$ cat src/rtl/uart_byte_tx.sv
// rtl/uart_byte_tx.sv - 8N1 serial byte transmitter with selectable baud divisor
module uart_byte_tx #(
    parameter int CLK_FREQ = 50_000_000
) (
    input  logic       Clk,
    input  logic       Rst_n,
    input  logic [7:0] Data_Byte,
    input  logic       Byte_En,
    input  logic [2:0] Baud_Set,
    output logic       Rs232_Tx,
    output logic       Tx_Done,
    output logic       Uart_State
);

    typedef enum logic [1:0] {IDLE, START, DATA, STOP} state_t;

    state_t      state, state_nxt;
    logic [15:0] div, div_nxt;
    logic [15:0] cnt, cnt_nxt;
    logic [2:0]  idx, idx_nxt;
    logic [7:0]  data, data_nxt;
    logic        tx_nxt, done_nxt, busy_nxt;
    logic        bit_end;

    function automatic logic [15:0] baud_div(input logic [2:0] code);
        case (code)
            3'd0:    baud_div = 16'(CLK_FREQ / 9600);
            3'd1:    baud_div = 16'(CLK_FREQ / 19200);
            3'd2:    baud_div = 16'(CLK_FREQ / 38400);
            3'd3:    baud_div = 16'(CLK_FREQ / 57600);
            3'd4:    baud_div = 16'(CLK_FREQ / 115200);
            3'd5:    baud_div = 16'(CLK_FREQ / 230400);
            3'd6:    baud_div = 16'(CLK_FREQ / 460800);
            default: baud_div = 16'(CLK_FREQ / 921600);
        endcase
    endfunction

    assign bit_end = (cnt == div - 16'd1);

    // All outputs are registered; the next values are decided here so the line never glitches.
    always_comb begin
        state_nxt = state;
        div_nxt   = div;
        cnt_nxt   = cnt;
        idx_nxt   = idx;
        data_nxt  = data;
        tx_nxt    = Rs232_Tx;
        done_nxt  = 1'b0;
        busy_nxt  = Uart_State;

        if (state != IDLE) begin
            cnt_nxt = bit_end ? 16'd0 : cnt + 16'd1;
        end

        case (state)
            IDLE: begin
                if (Byte_En) begin
                    state_nxt = START;
                    data_nxt  = Data_Byte;
                    div_nxt   = baud_div(Baud_Set);
                    cnt_nxt   = 16'd0;
                    tx_nxt    = 1'b0;
                    busy_nxt  = 1'b1;
                end
            end
            START: begin
                if (bit_end) begin
                    state_nxt = DATA;
                    idx_nxt   = 3'd0;
                    tx_nxt    = data[0];
                end
            end
            DATA: begin
                if (bit_end) begin
                    if (idx == 3'd7) begin
                        state_nxt = STOP;
                        tx_nxt    = 1'b1;
                    end else begin
                        idx_nxt = idx + 3'd1;
                        tx_nxt  = data[idx + 3'd1];
                    end
                end
            end
            STOP: begin
                if (bit_end) begin
                    state_nxt = IDLE;
                    tx_nxt    = 1'b1;
                    done_nxt  = 1'b1;
                    busy_nxt  = 1'b0;
                end
            end
            default: state_nxt = IDLE;
        endcase
    end

    always_ff @(posedge Clk or negedge Rst_n) begin
        if (!Rst_n) begin
            state      <= IDLE;
            div        <= 16'd0;
            cnt        <= 16'd0;
            idx        <= 3'd0;
            data       <= 8'd0;
            Rs232_Tx   <= 1'b1;
            Tx_Done    <= 1'b0;
            Uart_State <= 1'b0;
        end else begin
            state      <= state_nxt;
            div        <= div_nxt;
            cnt        <= cnt_nxt;
            idx        <= idx_nxt;
            data       <= data_nxt;
            Rs232_Tx   <= tx_nxt;
            Tx_Done    <= done_nxt;
            Uart_State <= busy_nxt;
        end
    end

endmodule

$ cat config.mk
export PLATFORM = sky130hd
export DESIGN_NAME = uart_byte_tx
export DESIGN_NICKNAME = d
export VERILOG_FILES = /design/src/rtl/uart_byte_tx.sv
export SDC_FILE = /design/constraint.sdc
export NUM_CORES = 1
export LEC_CHECK = 0
export ABC_CLOCK_PERIOD_IN_PS = 3200
export CORE_MARGIN = 5
export CORE_UTILIZATION = 50
export DETAILED_ROUTE_END_ITERATION = 10
export GPL_TIMING_DRIVEN = 0
export PLACE_DENSITY_LB_ADDON = 0.3
export SLEW_MARGIN = 20
export SYNTH_ARGS = -nofsm -noshare
export SYNTH_HDL_FRONTEND = slang
export SYNTH_SLANG_ARGS = --single-unit
$ cat constraint.sdc
create_clock -name Clk -period 3.2 [get_ports Clk]
set_clock_uncertainty 0.15 [all_clocks]
set_input_delay 0.32 -clock Clk [delete_from_list [all_inputs] [get_ports Clk]]
set_output_delay 0.32 -clock Clk [all_outputs]
set_load 0.02 [all_outputs]
==> results of run 1 <==
registers in the layout (all words and copies together) (netlist names):
name / flops
cnt: 16
state: 2
Uart_State: 1
data: 8
div: 13
Rs232_Tx: 1
Tx_Done: 1
idx: 3
metal layers:
layer / track usage, % / share of wire, %
met1: 24.6 / 46
met2: 30.4 / 48
met3: 2.85 / 4.8
met4: 5.52 / 1.6
met5: 0 / 0
area by class of cell:
class                   count  area [sq um]  share of cell area [%]
multi-input cells         240          1720                    48.8
flip-flops and latches     45          1130                    32.1
repair buffers             27           268                    7.61
plain buffers              20           126                    3.59
well taps                  72          90.1                    2.56
clock buffers               5          68.8                    1.96
clock inverters             3          65.1                    1.85
inverters                  14          52.6                    1.49
power by group through the flow:
stage | sequential [mW] | combinational [mW] | clock, mW
global placement | 0.580 | 0.0410 | 0
finish | 0.568 | 0.0437 | 0.509
floorplan | 0.580 | 0.0121 | 0
CTS | 0.568 | 0.0447 | 0.519
detailed placement | 0.579 | 0.0436 | 0
global route | 0.568 | 0.0493 | 0.544
stage by stage:
step	hold slack (ns)	instances
floorplan	-0.126	320
global placement	0.305	406
detailed placement	0.115	407
CTS	0.309	421
global route	0.372	426
finish	0.309	426
worst reg2reg max path: cells and delay by family, from the launching register on:
kind / cells / cell delay, ns
and+or+nand+nor: 4 / 1.30
DFF: 1 / 0.42
AOI/OAI and AO/OA: 2 / 0.50
adders and majority gates: 1 / 0.12
muxes: 1 / 0.33
buffers and inverters: 2 / 0.25
cells in the mapped netlist, drive strengths merged, types with 4 or more instances:
library cell	number
nand2	53
dfrtp	44
xnor2	21
nor3	19
nor2	18
clkbuf	17
inv	14
nand3	13
o21ai	12
ha	10
a21oi	8
and3	7
nand4	7
xor2	7
nor4	6
a31oi	5
mux2i	5
nor2b	5
buf	4
o31ai	4
cell usage in the layout (no fill, tap or decap), types with 6 or more instances in the layout:
cell / count
and3_1: 6
nor2_1: 16
dfrtp_1: 42
buf_4: 10
a21oi_1: 6
xor2_1: 7
ha_1: 9
xnor2_1: 21
clkbuf_1: 13
nand4_1: 7
nand3_1: 12
o21ai_0: 11
clkbuf_8: 8
nor3_2: 6
inv_1: 12
nand2_1: 52
nor3_1: 11
clkdlybuf4s50_1: 13
worst max-delay path by stage:
| stage | start | end | slack (ns) | cells past startpoint |
|---|---|---|---|---|
| detailed placement | div[0] | cnt[13] | -0.30 | 12 |
| global route | div[0] | cnt[12] | -0.07 | 11 |
| finish | div[0] | idx[0] | 0.02 | 10 |
| floorplan | div[0] | idx[0] | 0.007 | 10 |
| CTS | div[0] | idx[0] | 0.03 | 9 |
| global placement | div[0] | cnt[12] | -0.27 | 12 |
kinds of logic after synthesis:
| group | synth area share, % |
|---|---|
| compound gates | 12.5 |
| xor+xnor | 8.43 |
| fa+ha+maj | 4.30 |
| buf+inv | 5.94 |
| flops | 38.8 |
| mux | 4.56 |
| simple gates | 25.5 |
what timing repair did:
item                       in CTS  in global routing
gates cloned                    1                  0
resized for setup              13                 18
pin swaps                       5                  8
setup buffers                   6                  5
hold endpoints to repair       15                  0
hold buffers                    1                  0
setup endpoints to repair      23                 16
==> results.toml, run 1 <==
[run_status]
status = "complete, no violations"

[logic_synthesis]
ys_ff_latch = 45
yosysWarnings = 0
synth_cells = 320
synth_cell_types = 60
syn_avg_cell_area_sq_um = 9.09
synth_area_sq_um = 2910
netlist.area_leader.share_pct = 37.9
syn_nets = 344
synth.area.top_cells = "dfrtp_1 38%, nand2_1 6.7%, xnor2_1 6.3%"
seq_area_frac_synth_pct = 38.8
ys.flop_type = "dfrtp_1"
synthArstFlopShare_pct = 100
synth_top_cell_by_area = "dfrtp_1"
synth_edf_count = 0

[place]
gp_congestion = 0.841
dp_hpwl_um = 4660
place_ws_ns = -0.302
numPortBuffers = 14
placed_area_sq_um = 3150

[floorplanning]
die_h_um = 86.3
design.core.area_sq_um = 5570
die_area_sq_um = 7440
ios = 17
fp.dieW_um = 86.3
initial_core_util_pct = 52.2
rows = 27

[worst_setup_path]
reg2reg_to = "idx[0]"
critPathLaunchType = "flip-flop"
cpPeakStageDelay_ns = 0.53
worstPathMaxFanout = 3
worst-path-buf-inv = 2
reg2reg_setup_slack_ns = 0.02
critPathArrivalTime_ns = 3.23
critical_path_class = "flip-flop to flip-flop"
critPathRequiredTime_ns = 3.25
reg2reg_from = "div[0]"
crit_family = "simple AND/OR/NAND/NOR gates"
cp-end-kind = "flip-flop"
crit_chain = "inv_2, ha_4, or3b_4, or4_4, a2111oi_4, nand2_2, nor4_4, buf_4, o2111ai_4, mux2_4"
slowest_stage = "or4_4"
worstRegToRegCells = 10

[clock_tree]
root_buffer = "clkbuf_8"
cts_buffers = 5
cts.clk_slew.worst_paths_ns = 0.09
htree_levels = 2
cts_max_path_buffers = 2
cts_tree = "built"
insertion_delay_ns = 0.30
clock_sinks = 45

[grt]
antenna_found_initial = 0
grt_pass1_wl_um = 10800
grt-ovfl-total = 0
grt_usage_pct = 18.3
grt_max_degree = 31
grt_pass1_vias = 2315

[route]
via_count = 2412
viasPerCell = 5.66
wl_um = 6570
drt-initial-drc-count = 161
avgRoutedWirePerCell_um = 15.4
first_pass_iters = 4
drc = 0
ant_nets = 0

[layout]
area_growth_pct = 21.0
drive_gt1_share_pct = 18.9
stdcell_area_sq_um = 3520
final_util_pct = 63.1
nFillCells = 484
n_antenna_cell = 0
final_nets = 377

[power]
pwr-share-comb_pct = 3.9
p_per_area_nw_per_um2 = 318
vdd_ir_drop_max_uv = 310
p_leak_nw = 1.54
internal_power_uw = 898
switching_share_pct = 19.8
p_sw_uw = 222
seqPwrFrac_pct = 50.7
p_total_mw = 1.12
clkPwrFrac_pct = 45.4

[timing]
hold_viol_final = 0
timing.final.ws_setup_ns = 0.0168
fin_crit_sh_pct = 99.5
slew_headroom_pct = 47.3
fmax_mhz = 314
grt_setup_unrepaired = "yes"
tightest_slew_ns = 0.790
min_period_ns = 3.18
setup_tns_ns = 0
setup_violations = 0
slew_viol_final = 0

[min_path]
hold_path_class = "input port to async pin"

[run]
cap_violations = 0
No activity file was read; power rests on OpenSTA's default activity.
==> inputs of run 2 (changes only) <==
--- a/config.mk
+++ b/config.mk
@@ -6,11 +6,13 @@
 export NUM_CORES = 1
 export LEC_CHECK = 0
 export ABC_CLOCK_PERIOD_IN_PS = 3200
+export CAP_MARGIN = 15
 export CORE_MARGIN = 5
-export CORE_UTILIZATION = 50
+export CORE_UTILIZATION = 30
 export DETAILED_ROUTE_END_ITERATION = 10
 export GPL_TIMING_DRIVEN = 0
 export PLACE_DENSITY_LB_ADDON = 0.3
+export REMOVE_ABC_BUFFERS = 1
 export SLEW_MARGIN = 20
 export SYNTH_ARGS = -nofsm -noshare
 export SYNTH_HDL_FRONTEND = slang
==> run 2 against run 1 <==
Against the previous run:
- first-iteration DRC count is 35% lower
- cell count grew 12%
- hold slack better by 0.024 ns
- power decreased by 12%
- design area is 2.2% lower
- via count shrank 4.0%
- register-to-register slack about the same
==> results.toml, run 2 (synthesis gave the netlist of run 1 again) <==
[min_path]
hold_path_class = "flip-flop to flip-flop"

[clock_tree]
clock_sinks = 45
insertion_delay_ns = 0.31
root_buffer = "clkbuf_8"
cts.clk_slew.worst_paths_ns = 0.10
cts_tree = "built"
cts_buffers = 5
htree_levels = 2
cts_max_path_buffers = 2

[route]
drc = 0
via_count = 2316
drt-initial-drc-count = 105
ant_nets = 0
first_pass_iters = 4
avgRoutedWirePerCell_um = 13.6
viasPerCell = 4.88
wl_um = 6470

[floorplanning]
die_h_um = 108
ios = 17
die_area_sq_um = 11800
fp.dieW_um = 108
rows = 36
initial_core_util_pct = 30.3
design.core.area_sq_um = 9590

[worst_setup_path]
cp-end-kind = "flip-flop"
worstRegToRegCells = 10
crit_chain = "inv_2, ha_4, or3b_4, or4_4, a2111oi_4, nand3_2, nor4_4, and3b_2, buf_6, nor3_1"
critPathArrivalTime_ns = 3.19
reg2reg_setup_slack_ns = 0.005
critPathLaunchType = "flip-flop"
reg2reg_to = "cnt[2]"
critical_path_class = "flip-flop to flip-flop"
crit_start = "div[1]"
critPathRequiredTime_ns = 3.20
cpPeakStageDelay_ns = 0.45
worstPathMaxFanout = 5
critPathCapture = "cnt[2]"
slowest_stage = "a2111oi_4"
reg2reg_from = "div[1]"

[timing]
min_period_ns = 3.19
hold_viol_final = 0
timing.final.ws_setup_ns = 0.00508
grt_setup_unrepaired = "yes"
slew_viol_final = 0
setup_violations = 0
fin_crit_sh_pct = 99.8
hold_ws_ns = 0.333
slew_headroom_pct = 30.7
tightest_slew_ns = 1.04
fmax_mhz = 313

[layout]
drive_gt1_share_pct = 17.5
regMostFlops = "cnt"
regArea_sq_um = 1130
n_antenna_cell = 0
reg_top3 = "cnt: 16 flops, div: 13 flops, data: 8 flops"
final_nets = 365
layout_commonest_cell = "nand2_1"
multiInputGateArea_sq_um = 1680
nFillCells = 979
area_growth_pct = 18.4
layout_common_cells = "52 x nand2_1, 43 x dfrtp_1, 21 x xnor2_1"
largest_register_ffs = 16

[power]
p_leak_nw = 1.47
vdd_ir_drop_max_uv = 169
p_per_area_nw_per_um2 = 286

[grt]
grt_usage_pct = 11.6
grt-ovfl-total = 0
grt_max_degree = 32
grt_pass1_vias = 2186
antenna_found_initial = 0
grt_pass1_wl_um = 10900

[place]
place_ws_ns = -0.416
dp_hpwl_um = 4580
gp_congestion = 0.769
numPortBuffers = 16

[run_status]
status = "complete, no violations"

[run]
cap_violations = 0
## run 2: changes by cell type in the layout (fill, tap and decap cells not counted), moves of 2 or more
cell | previous run | this run
nor3_1 | 11 | 19
clkdlybuf4s50_1 | 13 | 15
clkbuf_1 | 13 | 0
nor2_4 | 2 | 0
buf_4 | 10 | 14
buf_6 | 1 | 3
bufinv_16 | 2 | 0
nor3_4 | 2 | 0
clkinvlp_4 | 0 | 3
nor3_2 | 6 | 0
clkbuf_8 | 8 | 5
## run 2: what timing repair did
item	CTS	global route
setup endpoints to repair	23	17
hold buffers	1	0
pin swaps	4	7
cloned	0	1
setup buffers	7	9
gates resized for setup	7	13
endpoints found under the hold margin	18	0
## run 2: critical path: cells and delay by family (launching register included)
kind	cells	cell delay [ns]
AND/OR/NAND/NOR	6	1.62
flip-flops	1	0.43
AO/OA/AOI/OAI	1	0.45
adder cells (fa/ha/maj)	1	0.16
buffers and inverters	2	0.23
## run 2: through the flow
stage                     TNS [ns]  power, mW  cells  utilization (%)  instance area [sq um]
after detailed placement     -6.78      0.625    449             32.6                   3130
after floorplan                  0      0.589    299                -                   2790
after CTS                        0      0.994    465             34.4                   3300
after global routing         -1.16       1.02    475             35.9                   3440
final                            0      0.983    475             35.9                   3440
after global placement       -5.82      0.622    448             32.5                   3110
## run 2: final cells by class
class                           instances  share of cell area, %
Multi-Input combinational cell        240                   48.8
Sequential cell                        45                   32.8
Timing Repair Buffer                   35                   9.41
Tap cell                              133                   4.83
Clock buffer                            5                   2.00
Inverter                               14                   1.53
Clock inverter                          3                  0.654
## run 2: worst min path at each step
stage,slack [ns],from,cells past startpoint,endpoint
finish,0.33,data[4],2,data[4]
global route,0.37,data[7],2,data[7]
CTS,0.34,data[4],2,data[4]
detailed placement,0.16,Rst_n,1,Tx_Done
global placement,0.31,data[1],2,data[1]
floorplan,-0.13,Rst_n,0,Tx_Done
## run 2: routing by layer
metal / global-route usage (%) / part of all wire [%] / vias to the layer above
li1: - / - / 1163
met2: 17.9 / 45 / 28
met1: 16.8 / 51 / 1118
met4: 3.34 / 1.1 / 0
met5: 0 / 0 / -
met3: 1.85 / 2.8 / 7
## run 2: where the power goes
part / internal (mW) / switching (mW)
sequential: 0.568 / 0
clock: 0.154 / 0.216
combinational: 0.0216 / 0.0237
==> inputs of run 3 (changes only) <==
--- a/config.mk
+++ b/config.mk
@@ -5,13 +5,14 @@
 export SDC_FILE = /design/constraint.sdc
 export NUM_CORES = 1
 export LEC_CHECK = 0
-export ABC_CLOCK_PERIOD_IN_PS = 3200
+export ABC_CLOCK_PERIOD_IN_PS = 3800
 export CAP_MARGIN = 15
 export CORE_MARGIN = 5
 export CORE_UTILIZATION = 30
+export CTS_BUF_LIST = sky130_fd_sc_hd__clkbuf_8
 export DETAILED_ROUTE_END_ITERATION = 10
 export GPL_TIMING_DRIVEN = 0
-export PLACE_DENSITY_LB_ADDON = 0.3
+export PLACE_DENSITY = 0.43
 export REMOVE_ABC_BUFFERS = 1
 export SLEW_MARGIN = 20
 export SYNTH_ARGS = -nofsm -noshare
==> constraint.sdc (replaced) <==
create_clock -name Clk -period 3.8 [get_ports Clk]
set_clock_uncertainty 0.15 [all_clocks]
set_input_delay 0.38 -clock Clk [delete_from_list [all_inputs] [get_ports Clk]]
set_output_delay 0.38 -clock Clk [all_outputs]
set_load 0.02 [all_outputs]
==> run 3 against run 2 <==
Against the previous run:
- sequential share of layout area is 2.2 points higher
- hold slack hardly changed
- setup slack better by 0.30 ns
- utilization is 2.3 points lower
- critical path depth is 1 lower
- largest power group unchanged
==> results.toml, run 3 (synthesis gave the netlist of run 1 again) <==
[power]
switching_share_pct = 23.9
p_leak_nw = 1.38
clkPwrFrac_pct = 39.4
p_sw_uw = 204
seqPwrFrac_pct = 56.3
p_per_area_nw_per_um2 = 263
p_total_uw = 850
pwr-share-comb_pct = 4.3
internal_power_uw = 646
vdd_ir_drop_max_uv = 137

[route]
viasPerCell = 4.79
avgRoutedWirePerCell_um = 14.8
first_pass_iters = 4
drt-initial-drc-count = 73
drc = 0
wl_um = 6770
ant_nets = 0
via_count = 2191

[floorplanning]
fp.dieW_um = 108
die_area_sq_um = 11800
design.core.area_sq_um = 9590
initial_core_util_pct = 30.3
ios = 17
die_h_um = 108
rows = 36

[timing]
fin_crit_sh_pct = 92.0
grt_setup_unrepaired = "no"
min_period_ns = 3.49
tightest_slew_ns = 0.972
slew_viol_final = 0
setup_tns_ns = 0
setup_violations = 0
fmax_mhz = 286
slew_headroom_pct = 35.2
hold_viol_final = 0

[clock_tree]
cts.clk_slew.worst_paths_ns = 0.10
clock_sinks = 45
cts_tree = "built"
cts_buffers = 5
htree_levels = 2
root_buffer = "clkbuf_8"
insertion_delay_ns = 0.30
cts_setup_buffers = 0
cts_max_path_buffers = 2

[layout]
layout_common_cells = "51 x nand2_1, 44 x dfrtp_1, 21 x xnor2_1"
drive_gt1_share_pct = 9.57
stdcell_area_sq_um = 3230
regMostFlops = "cnt"
largest_register_ffs = 16
final_nets = 347
layout_commonest_cell = "nand2_1"
area_growth_pct = 10.9
n_antenna_cell = 0
reg_top3 = "cnt: 16 flops, div: 13 flops, data: 8 flops"

[worst_setup_path]
cp-end-kind = "flip-flop"
reg2reg_to = "idx[0]"
reg2reg_setup_slack_ns = 0.31
crit_start = "div[0]"
slowest_stage = "or4_4"
reg2reg_from = "div[0]"
crit_family = "simple AND/OR/NAND/NOR gates"
critical_path_class = "flip-flop to flip-flop"
worstPathMaxFanout = 8
cpPeakStageDelay_ns = 0.51
cp_num_cells = 9
critPathRequiredTime_ns = 3.84
worst-path-buf-inv = 1
critPathArrivalTime_ns = 3.54
critPathCapture = "idx[0]"
crit_chain = "inv_1, ha_1, or3b_4, or4_4, a2111oi_4, nand2_2, nor4_4, o2111ai_4, mux2_4"
worstRegToRegCells = 9
critPathLaunchType = "flip-flop"

[place]
placed_area_sq_um = 3110
dp_hpwl_um = 4850
gp_congestion = 0.733
numPortBuffers = 16

[grt]
grt-ovfl-total = 0
antenna_found_initial = 0
grt_max_degree = 46
grt_usage_pct = 12.7
grt_pass1_wl_um = 11600
grt_pass1_vias = 2261

[run_status]
status = "complete, no violations"

[run]
cap_violations = 0

[min_path]
hold_path_class = "flip-flop to flip-flop"
[run 3: cell types whose count changed in the layout (fill, tap and decap cells not counted), sizes merged]
| cell | change |
|---|---|
| buf | -18 |
| clkinvlp | -3 |
| clkbuf | +1 |
| clkinv | +1 |
| inv | +1 |
[run 3: worst min-delay path by stage]
stage               startpoint      end  slack [ns]  cells after the start
global placement       data[5]  data[5]        0.31                      2
floorplan                Rst_n  Tx_Done       -0.07                      0
global route           data[7]  data[7]        0.38                      2
detailed placement       Rst_n   cnt[4]        0.29                      1
CTS                    data[2]  data[2]        0.34                      2
finish                 data[2]  data[2]        0.33                      2
[run 3: worst reg2reg max path: stages (launching register included)]
cell	delay, ns
dfrtp_1	0.47
inv_1	0.11
ha_1	0.25
or3b_4	0.44
or4_4	0.51
a2111oi_4	0.42
nand2_2	0.10
nor4_4	0.34
o2111ai_4	0.24
mux2_4	0.34
[run 3: metrics by stage]
| step | hold WS (ns) | util [%] | instances | setup slack [ns] |
|---|---|---|---|---|
| after floorplan | -0.0656 | - | 299 | 0.650 |
| after global placement | 0.307 | 32.5 | 448 | 0.182 |
| after detailed placement | 0.294 | 32.4 | 448 | 0.166 |
| after CTS | 0.340 | 33.6 | 457 | 0.133 |
| after global routing | 0.378 | 33.6 | 457 | 0.131 |
| final | 0.333 | 33.6 | 457 | 0.306 |
[run 3: layout make-up]
class / instances / area [sq um]
sequential: 45 / 1130
fill: 1024 / 6370
multi-input combinational: 240 / 1610
clock inverter: 2 / 17.5
tap: 133 / 166
timing repair buffer: 17 / 168
clock buffer: 6 / 82.6
inverter: 14 / 52.6
[run 3: per-layer routing]
| layer | vias to the layer above | GRT usage, % | routed length, um |
|---|---|---|---|
| li1 | 1123 | - | - |
| met1 | 1047 | 18.2 | 3610 |
| met2 | 17 | 20.0 | 2990 |
| met3 | 4 | 2.03 | 117 |
| met4 | 0 | 2.98 | 54 |
| met5 | - | 0 | 0 |
[run 3: what timing repair did]
item | 4_1_cts | 5_1_grt
hold buffers | 1 | 0
setup endpoints to repair | 0 | 14
endpoints found under the hold margin | 44 | 0
gates resized for setup | 0 | 1
[run 3: power by group through the flow]
stage	clock network [mW]	logic [mW]	registers, mW
CTS	0.350	0.0383	0.479
global placement	0	0.0376	0.488
finish	0.335	0.0367	0.478
detailed placement	0	0.0373	0.488
floorplan	0	0.00795	0.488
global route	0.370	0.0419	0.479
